**src/rtl/mem_arbiter.sv**
```systemverilog
// mem_arbiter: shares one single-port SRAM between a fetch (read-only) port
// and a data (read/write) port. Grants are combinational and round-robin
// under contention. Read data returns one cycle after the grant and is
// steered to the port that issued the read.
//
// Ports
//   clk, rst                     clock, synchronous active-high reset
//   if_req_in, if_addr_in        fetch request / byte address
//   if_gnt_out                   fetch accepted this cycle
//   if_rvalid_out, if_rdata_out  fetch read response
//   d_req_in, d_we_in, d_be_in,  data request, write flag, byte enables,
//   d_addr_in, d_wdata_in        byte address, write data
//   d_gnt_out                    data accepted this cycle
//   d_rvalid_out, d_rdata_out    data read response (reads only)
//   mem_en_out, mem_we_out,      SRAM enable, byte write enables,
//   mem_addr_out, mem_wdata_out  address, write data
//   mem_rdata_in                 SRAM read data, one cycle after a read
//   if_stall_cnt_out,            saturating counts of cycles spent
//   d_stall_cnt_out              requesting without a grant
//
// Route state (who owns the SRAM read data in the next cycle)
//   state       | meaning
//   ROUTE_NONE  | no read outstanding, both rvalid low
//   ROUTE_IF    | fetch read issued last cycle, if_rvalid high
//   ROUTE_D     | data read issued last cycle, d_rvalid high

module mem_arbiter #(
   parameter int ADDR_WIDTH      = 12,
   parameter int DATA_WIDTH      = 32,
   parameter int STALL_CNT_WIDTH = 16
) (
   input  logic                         clk,
   input  logic                         rst,
   input  logic                         if_req_in,
   input  logic [ADDR_WIDTH-1:0]        if_addr_in,
   output logic                         if_gnt_out,
   output logic                         if_rvalid_out,
   output logic [DATA_WIDTH-1:0]        if_rdata_out,
   input  logic                         d_req_in,
   input  logic                         d_we_in,
   input  logic [DATA_WIDTH/8-1:0]      d_be_in,
   input  logic [ADDR_WIDTH-1:0]        d_addr_in,
   input  logic [DATA_WIDTH-1:0]        d_wdata_in,
   output logic                         d_gnt_out,
   output logic                         d_rvalid_out,
   output logic [DATA_WIDTH-1:0]        d_rdata_out,
   output logic                         mem_en_out,
   output logic [DATA_WIDTH/8-1:0]      mem_we_out,
   output logic [ADDR_WIDTH-1:0]        mem_addr_out,
   output logic [DATA_WIDTH-1:0]        mem_wdata_out,
   input  logic [DATA_WIDTH-1:0]        mem_rdata_in,
   output logic [STALL_CNT_WIDTH-1:0]   if_stall_cnt_out,
   output logic [STALL_CNT_WIDTH-1:0]   d_stall_cnt_out
);

   localparam int BE_WIDTH = DATA_WIDTH / 8;

   localparam logic [1:0] ROUTE_NONE = 2'd0;
   localparam logic [1:0] ROUTE_IF   = 2'd1;
   localparam logic [1:0] ROUTE_D    = 2'd2;

   localparam logic WIN_IF = 1'b0;
   localparam logic WIN_D  = 1'b1;

   logic                       last_winner_q, last_winner_d;
   logic [1:0]                 route_q, route_d;
   logic [STALL_CNT_WIDTH-1:0] if_stall_q, if_stall_d;
   logic [STALL_CNT_WIDTH-1:0] d_stall_q, d_stall_d;
   logic                       if_gnt, d_gnt;

   // Requests seen while rst is high are never granted.
   always_comb begin
      if_gnt = 1'b0;
      d_gnt  = 1'b0;
      if (!rst) begin
         if (if_req_in && d_req_in) begin
            if (last_winner_q == WIN_D) if_gnt = 1'b1;
            else                        d_gnt  = 1'b1;
         end else if (if_req_in) begin
            if_gnt = 1'b1;
         end else if (d_req_in) begin
            d_gnt = 1'b1;
         end
      end
   end

   assign if_gnt_out    = if_gnt;
   assign d_gnt_out     = d_gnt;
   assign mem_en_out    = if_gnt | d_gnt;
   assign mem_addr_out  = d_gnt ? d_addr_in : if_addr_in;
   assign mem_we_out    = (d_gnt && d_we_in) ? d_be_in : {BE_WIDTH{1'b0}};
   assign mem_wdata_out = d_wdata_in;

   always_comb begin
      last_winner_d = last_winner_q;
      if (if_gnt)     last_winner_d = WIN_IF;
      else if (d_gnt) last_winner_d = WIN_D;

      route_d = ROUTE_NONE;
      if (if_gnt)                 route_d = ROUTE_IF;
      else if (d_gnt && !d_we_in) route_d = ROUTE_D;

      if_stall_d = if_stall_q;
      if (if_req_in && !if_gnt && (if_stall_q != {STALL_CNT_WIDTH{1'b1}}))
         if_stall_d = if_stall_q + 1'b1;

      d_stall_d = d_stall_q;
      if (d_req_in && !d_gnt && (d_stall_q != {STALL_CNT_WIDTH{1'b1}}))
         d_stall_d = d_stall_q + 1'b1;
   end

   always_ff @(posedge clk) begin
      if (rst) begin
         last_winner_q <= WIN_D;
         route_q       <= ROUTE_NONE;
         if_stall_q    <= '0;
         d_stall_q     <= '0;
      end else begin
         last_winner_q <= last_winner_d;
         route_q       <= route_d;
         if_stall_q    <= if_stall_d;
         d_stall_q     <= d_stall_d;
      end
   end

   // Gating with rst drops a response whose grant was followed by reset.
   assign if_rvalid_out = !rst && (route_q == ROUTE_IF);
   assign d_rvalid_out  = !rst && (route_q == ROUTE_D);
   assign if_rdata_out  = if_rvalid_out ? mem_rdata_in : {DATA_WIDTH{1'b0}};
   assign d_rdata_out   = d_rvalid_out  ? mem_rdata_in : {DATA_WIDTH{1'b0}};

   assign if_stall_cnt_out = if_stall_q;
   assign d_stall_cnt_out  = d_stall_q;

endmodule

```
**config.mk**
```make
export PLATFORM = sky130hd
export DESIGN_NAME = mem_arbiter
export DESIGN_NICKNAME = d
export VERILOG_FILES = /design/src/rtl/mem_arbiter.sv
export SDC_FILE = /design/constraint.sdc
export NUM_CORES = 1
export LEC_CHECK = 0
export ABC_AREA = 0
export CORE_AREA = 2 2 95 97
export DETAILED_ROUTE_END_ITERATION = 8
export DIE_AREA = 0 0 97 99
export PLACE_DENSITY_LB_ADDON = 0.25
export SYNTH_ARGS = -nofsm -noshare
export SYNTH_HDL_FRONTEND = slang
export SYNTH_SLANG_ARGS = --single-unit
```
**constraint.sdc**
```tcl
create_clock -name clk -period 5.2 [get_ports clk]
set_input_delay 1.3 -clock clk [delete_from_list [all_inputs] [get_ports clk]]
set_output_delay 1.3 -clock clk [all_outputs]
set_load 0.01 [all_outputs]
```
* Word-level counts from Yosys, hierarchy flattened *
Index checks and enable logic that the tools add are counted.

cells by class
  add/subtract/negate cells = 2
  multiply operators = 0
  divide/modulo/power cells = 0
  order comparisons = 0
  equal/unequal tests = 4
  shift operators = 0
  mux-type cells = 17
  bitwise logic cells = 1
  reductions and logical operators = 15

operators by type and width
  cell                                           count
  2-to-1 mux 32 bit                              2
  adder 16 x 1 -> 16 bit, second input constant  2
  inequality test 16 bit, second input constant  2
  2-to-1 mux 1 bit                               12
  2-to-1 mux 12 bit                              1
  logical AND 1 bit                              9
  zero test 1 bit                                4
  2-to-1 mux 4 bit                               1
  == test 2 x 1 -> 1 bit, second input constant  1
  == test 2 bit, second input constant           1
  2-to-1 mux 2 bit                               1
  nonzero test 2 bit                             1
  OR reduction 2 bit                             1
  OR 1 bit                                       1

word-level totals
  register bits after elaboration = 35
  latch bits = 0
  memory bits (writable) = 0
  memory bits (read-only) = 0
  input port bits = 97
  logic and storage cells = 44
  memories kept = 0

* Depth between registers and ports, before layout *
Gate-level depths: netlist of run 1.

  depth after elaboration = 7
  depth in mapped cells = 7
  mapped depth without buffers = 5

* Worst setup path after synthesis of run 1 *
No wires, ideal clock.

  path kind = input -> output
  start = in if_req_in
  end = out mem_addr_out[10]
  arrival time = 2.393 ns
  data required time = 3.900 ns
  path slack = 1.507 ns
  stages = 7
  cell sequence = buf_4 a21oi_1 nand2_1 inv_1 buf_1 nand2_1 nand2_1

between the ends
  cells in the longest elaborated chain, start to end = 4
  elaborated cells on any way between the ends = 5
  classes of those cells = mux: 4; reduce/logical: 1

RTL lines
  item                                                          line    source
  start, declared                                               34      input logic if_req_in,
  2-to-1 mux 1 bit / logical AND 1 bit (equally long branches)  79, 76
  2-to-1 mux 1 bit (*)                                          76      if (if_req_in && d_req_in) begin
  2-to-1 mux 1 bit (*)                                          75      if (!rst) begin
  via d_gnt_out                                                 44      output logic d_gnt_out,
  2-to-1 mux 12 bit (*)                                         90      assign mem_addr_out = d_gnt ? d_addr_in : if_addr_in;
  end, declared                                                 49      output logic [ADDR_WIDTH-1:0] mem_addr_out,

Mark *: on every way through the listed nets, which the timed path passes. The rest lies on a longest branch.

* Worst setup path in the final report of run 1 *
  start = in if_req_in
  end = out mem_we_out[1]

between the ends
  cells in the longest elaborated chain, start to end = 5
  elaborated cells on any way between the ends = 6
  classes of those cells = mux: 4; reduce/logical: 2

RTL lines
  item                                                          line    source
  2-to-1 mux 1 bit / logical AND 1 bit (equally long branches)  79, 76
  2-to-1 mux 1 bit (*)                                          76
  2-to-1 mux 1 bit (*)                                          75
  logical AND 1 bit (*)                                         91      assign mem_we_out = (d_gnt && d_we_in) ? d_be_in : {BE_WIDTH{1'b0}};
  2-to-1 mux 4 bit (*)                                          91
  end, declared                                                 48      output logic [DATA_WIDTH/8-1:0] mem_we_out,

Every way passes the cells marked *; elsewhere a longest branch is shown, timed or not.

==> results.yml, run 1 <==
run_status:
  run_status: "complete, no violations"
drt:
  remaining_drc_errors: 0
  avgViaCountPerCell: 5.07
  routed-via-count: 3110
  drt_pass1_iterations: 4
  postRouteWirelength_mm: 10.4
  drt-initial-drc-count: 100
  detail-route-antenna-nets: 0
  avgRoutedWirePerCell_um: 17.0
pwr:
  switching_power_share_of_the_total: 0.260
  combinationalPowerShare: 0.245
  sequentialPowerShare: 0.433
  clockPowerShare: 0.321
  vdd.ir_drop.worst_mv: 0.102
  p_sw_uw: 166
  power_leakage_uw: 0.00163
  power-per-cell-area_nw_per_um2: 142
  p_int_uw: 471
cts:
  ctsResizeCount: 0
  post_cts_hold_buffer_count: 0
  htreeDepth: 2
  clock_latency_of_the_later_clocked_register_in_the_worst_skew_pair_ns: 0.29
  root_buffer: "clkbuf_8"
  post_cts_buffers: 0
  cts_tree: "yes"
  clkTransAtPathRegs_ns: 0.07
  tritoncts_buffer_count: 5
  cts.path.max_buffers: 2
  clock_sinks: 35
timing:
  max_freq_mhz: 215
  grt_setup_unrepaired: "false"
  minimum_period_implied_by_the_final_worst_setup_slack_ns: 4.65
  timing.clock.skew_ns: 0.00521
  final_max_slew_viol_count: 0
  finalSetupViolations: 0
  final_critical_path_setup_slack_ns: 0.552
  setup-tns-final_ns: 0
  max-slew-margin-rel: 0.363
  worst_slew_pin_slew_ns: 0.947
  final.period_utilization: 0.894
  final_hold_viol_count: 0
worst_hold_path:
  timing.hold.worst_endpoint: "d_stall_cnt_out[15]$_SDFFE_PP0P_"
  min-delay-path-class: "reg -> reg"
  timing.hold.worst_path_depth: 2
  holdCritStartpoint: "d_stall_cnt_out[15]$_SDFFE_PP0P_"
setup_path:
  worstReg2RegStart: "if_stall_cnt_out[0]$_SDFFE_PP0P_"
  worst_ep_arrival_time_ns: 3.35
  timing.critical_path.to_type: "output port"
  crit_top_cell: "clkdlybuf4s50_1"
  setup.reg_to_reg.worst_slack_ns: 2.82
  worst_ep_required_ns: 3.90
  reg2reg_to: "if_stall_cnt_out[11]$_SDFFE_PP0P_"
  path_max_fanout: 17
  worst_r2r_path_depth: 6
  critical_path_s_largest_stage_delay_ns: 0.55
  critPathKind: "in -> out"
  worst_path_max_delay_cell: "clkdlybuf4s50_1"
  crit_path_cell_trace: "clkdlybuf4s50_1 > a21oi_1 > nand2_1 > inv_1 > and3_1 > clkdlybuf4s50_1"
  crit_path_start_kind: "input port"
global_route:
  first_global_vias: 2912
  maximum_number_of_pins_on_one_net_before_global_route_repair: 34
  grt_util_all_layers: 0.208
  wire_length_of_the_first_global_routing_pass_mm: 16.1
  antenna_violations_before_repair: 2
  overflow: 0
synthesis:
  synth.distinct_cells: 44
  post-synth-top-count-cell: "and2_1"
  yosysTopAreaCell: "dfxtp_1"
  synth_commonest_cells: "and2_1 (66), nand2_1 (53), dfxtp_1 (35)"
  count_of_flip_flops_with_a_built_in_enable_after_synthesis: 0
  syn-mean-instance-area_um2: 7.43
  postSynth.topFlopCell: "dfxtp_1"
  synth_nets: 459
  syn_area_um2: 2680
  ys_warn_count: 0
  flops_latches_synth: 35
  netlist_instances: 360
  asyncSetResetFlopFracSynth: 0
  sequential_share_of_the_synthesized_area: 0.262
  synth.area.top_cells: "dfxtp_1 (26%), and2_1 (15%), buf_4 (9.3%)"
  synthDominantCellAreaShare: 0.262
cells_and_area:
  stdcell_count: 614
  number_of_nets_in_the_layout: 604
  area_growth_from_synthesis_to_layout_pct: 66.9
  post_route_cells_drive_above_1_share: 0.0574
floorplanning:
  height_of_the_die_um: 99
  start_util: 0.313
  floorplan.die_area_um2: 9600
  core.rowCount: 34
  floorplan.core_area_um2: 8550
  die_width_um: 97
  top_level_ports: 246
placed_design:
  buffer_ports.inserted: 181
  hpwlAfterDp_mm: 8.46
  placed_cells: 606
  gp_routability_congestion: 0.843
  preCtsSetupSlack_ns: 0.555
run:
  maxCapViolations: 0
-- sequential cells by signal, summed over array words and instances, names as in the netlist --
| name | count |
|---|---|
| d_stall_cnt_out | 16 |
| if_stall_cnt_out | 16 |
| route_q | 2 |
| last_winner_q | 1 |
-- routing by layer --
metal / global-route usage / wire, µm / up-vias
met5: 0 / 11 / -
met4: 0.0423 / 113 / 2
met3: 0.0908 / 1000 / 11
met2: 0.332 / 4760 / 133
met1: 0.262 / 4530 / 1426
li1: - / - / 1538
-- cell usage in the layout, fill, tap and decap left out, types with 3 or more instances in the layout --
master / instances
nor2b_1: 7
clkbuf_8: 6
clkdlybuf4s50_1: 181
mux2_2: 6
o2111ai_1: 3
nand3_1: 11
nand2_1: 53
buf_4: 7
o21ai_0: 7
nor3_1: 4
nor4_1: 4
or3_1: 3
o211a_1: 3
and2_1: 66
or4_1: 17
a21oi_1: 20
nand4_1: 4
nor2_1: 8
and3_1: 6
inv_1: 7
and4_1: 3
o31ai_1: 15
dfxtp_1: 35
-- worst max-delay path: cells and delay by family --
family,cells,cell delay [ns]
compound gates,1,0.27
buf+inv,3,1.43
simple gates,2,0.33
-- how the worst max path moves through the flow --
stage          depth (start not counted)      start          endpoint
6_report                               6  if_req_in     mem_we_out[1]
5_1_grt                                6  if_req_in     mem_we_out[0]
3_5_place_dp                           6  if_req_in     mem_we_out[0]
3_3_place_gp                           6  if_req_in     mem_we_out[1]
4_1_cts                                6  if_req_in     mem_we_out[0]
2_1_floorplan                          7  if_req_in  mem_addr_out[10]
-- through the flow --
stage	util	hold WS (ns)	total power, µW	instance area [µm²]
5_1_grt	0.522	0.541	665	4470
6_report	0.523	0.506	636	4470
2_1_floorplan	-	0.469	356	2680
4_1_cts	0.522	0.504	641	4470
3_5_place_dp	0.512	0.488	439	4380
3_3_place_gp	0.512	0.477	438	4380
-- kinds of logic after synthesis --
group	synth area share
AOI/OAI and AO/OA	0.156
adders and majority gates	0.00935
buffers and inverters	0.127
DFF	0.262
muxes	0.0290
and+or+nand+nor	0.417
-- area by class of cell --
type                            instances  area (µm²)
Multi-Input combinational cell        268        1650
Antenna cell                            1        2.50
Inverter                                7        26.3
Fill cell                             830        4080
Timing Repair Buffer                  188        1860
Clock inverter                          1        5.00
Sequential cell                        35         701
Clock buffer                            6        82.6
Tap cell                              108         135
-- power by group through the flow --
stage	sequential (µW)	clock, µW	combinational [µW]
2_1_floorplan	282	0	74.0
3_3_place_gp	282	0	156
3_5_place_dp	282	0	157
4_1_cts	276	208	158
5_1_grt	276	220	168
6_report	276	204	156
Note: power is estimated with default switching activity, not from simulation.
==> run 2, diff against run 1 <==
CTS_BUF_LIST = sky130_fd_sc_hd__clkbuf_8   (was not set)
CTS_CLUSTER_SIZE = 8   (was not set)
==> results of run 2 <==
No change in the layout: final DEF, timing and power equal those of run 1.
==> variant, RTL diff (settings of run 2) <==
`ADDR_WIDTH`: 12 -> 11.
--- a/src/rtl/mem_arbiter.sv
+++ b/src/rtl/mem_arbiter.sv
@@ -27,3 +27,3 @@
 module mem_arbiter #(
-   parameter int ADDR_WIDTH      = 12,
+   parameter int ADDR_WIDTH      = 11,
    parameter int DATA_WIDTH      = 32,
Ports: changed (resized d_addr_in, if_addr_in and mem_addr_out); port bits go from 246 to 243. The function was not compared with the original's and may differ.
==> variant against run 2 <==
- critical path depth stayed put
- sequential cell count stayed put
- area after synthesis hardly changed
- sequential share of layout area is 0.20 points higher
- die area stayed put
- routed wire length is 11% lower
- cell count is 0.33% lower
- worst setup slack better by 0.086 ns
- sequential power hardly changed
- clock power is 2% lower
- register-to-register slack better by 0.14 ns
- via count is 2.6% lower
- design area is 1.2% lower
- power is 2.5% lower
- largest cell class unchanged
- largest power group unchanged
==> variant: results (changes against run 2) <==
# diodes -> 0 (-1)
Largest net degree at the start of global routing -> 42 (+24%)
Met2 wire len -> 4690 um (-1.6%)
DR iter-0 viols -> 86 (-14%)
Syn Nets -> 460 (+0.22%)
Worst Hold End -> if_stall_cnt_out[15]
Nets -> 600 (-0.66%)
Reg power frac -> 44.3% (+1.0 points)
Power Internal -> 455 uW (-3.4%)
Synth cell types -> 40 (-9.1%)
Hold wc startpoint -> if_stall_cnt_out[15]
Met1 Usage GRT -> 22.2% (-4.0 points)
WP data arrival -> 3.26 ns (-0.09 ns)
Hpwl dp -> 7490 um (-11%)
Post-DP Area -> 4320 um^2 (-1.2%)
Met2 Use GR -> 32.8% (-0.43 points)
Commonest cells post-synth -> and2_1, nand2_1, dfxtp_1
Worst Hold Slack -> 0.503 ns (-0.00325 ns)
Routability cong. -> 0.804 (-4.7%)
Layout cells sized above 1 -> 5.16% (-0.58 points)
Most area-consuming cells after synthesis -> dfxtp_1, and2_1, buf_4
Clk pwr share -> 32.0% (about the same)
Routed metal-1 wire length -> 3860 um (-15%)
Peak VDD IR -> 0.000163 V (+61%)
Post-DR wirelength/cell -> 15.1 um (-11%)
Initial antenna violation count -> 0 (-2)
RR Endpoint -> if_stall_cnt_out[7]
Grt met3 use -> 4.68% (-4.4 points)
Met3 Routed Length -> 622 um (-38%)
Maximum clock frequency -> 0.219 GHz (+1.9%)
Flop-to-flop setup slack -> 2.96 ns (+0.14 ns)
Status -> completed
Fill cells -> 818 (-1.4%)
DR top layer -> met4
R2R depth -> 5 (-1)
Seq/Total Area, Yosys -> 26.2% (about the same)
[variant: cell types whose count changed in the layout (fill, tap and decap cells not counted), moves of 3 or more]
cell and change:
nor2_1 +4, clkdlybuf4s50_1 -3, mux2_1 +3, nand2_1 -4, nand4_1 +6, o211a_1 -3, nand3_1 -5, a21oi_1 +3
and4_1 +3, o21ai_0 +4, or4_1 -6, or3_1 +6
[variant: cells by family after synthesis]
kind of cell	synth area share (%)
compound gates	11.8
fa+ha+maj	0.935
buf+inv	12.5
flops	26.2
mux	3.37
simple gates	45.2
[variant: layout make-up]
type,count,area [um^2],share of cell area [%]
inverter,5,18.8,0.425
clock inverter,3,20.0,0.454
sequential,35,701,15.9
multi-input combinational,273,1650,37.4
clock buffer,5,68.8,1.56
tap,108,135,3.06
timing repair buffer,183,1820,41.2
[variant: metrics by stage]
step,instances,total power (uW)
floorplan,363,354
global placement,604,427
detailed placement,604,429
CTS,612,628
global route,612,649
finish,612,621
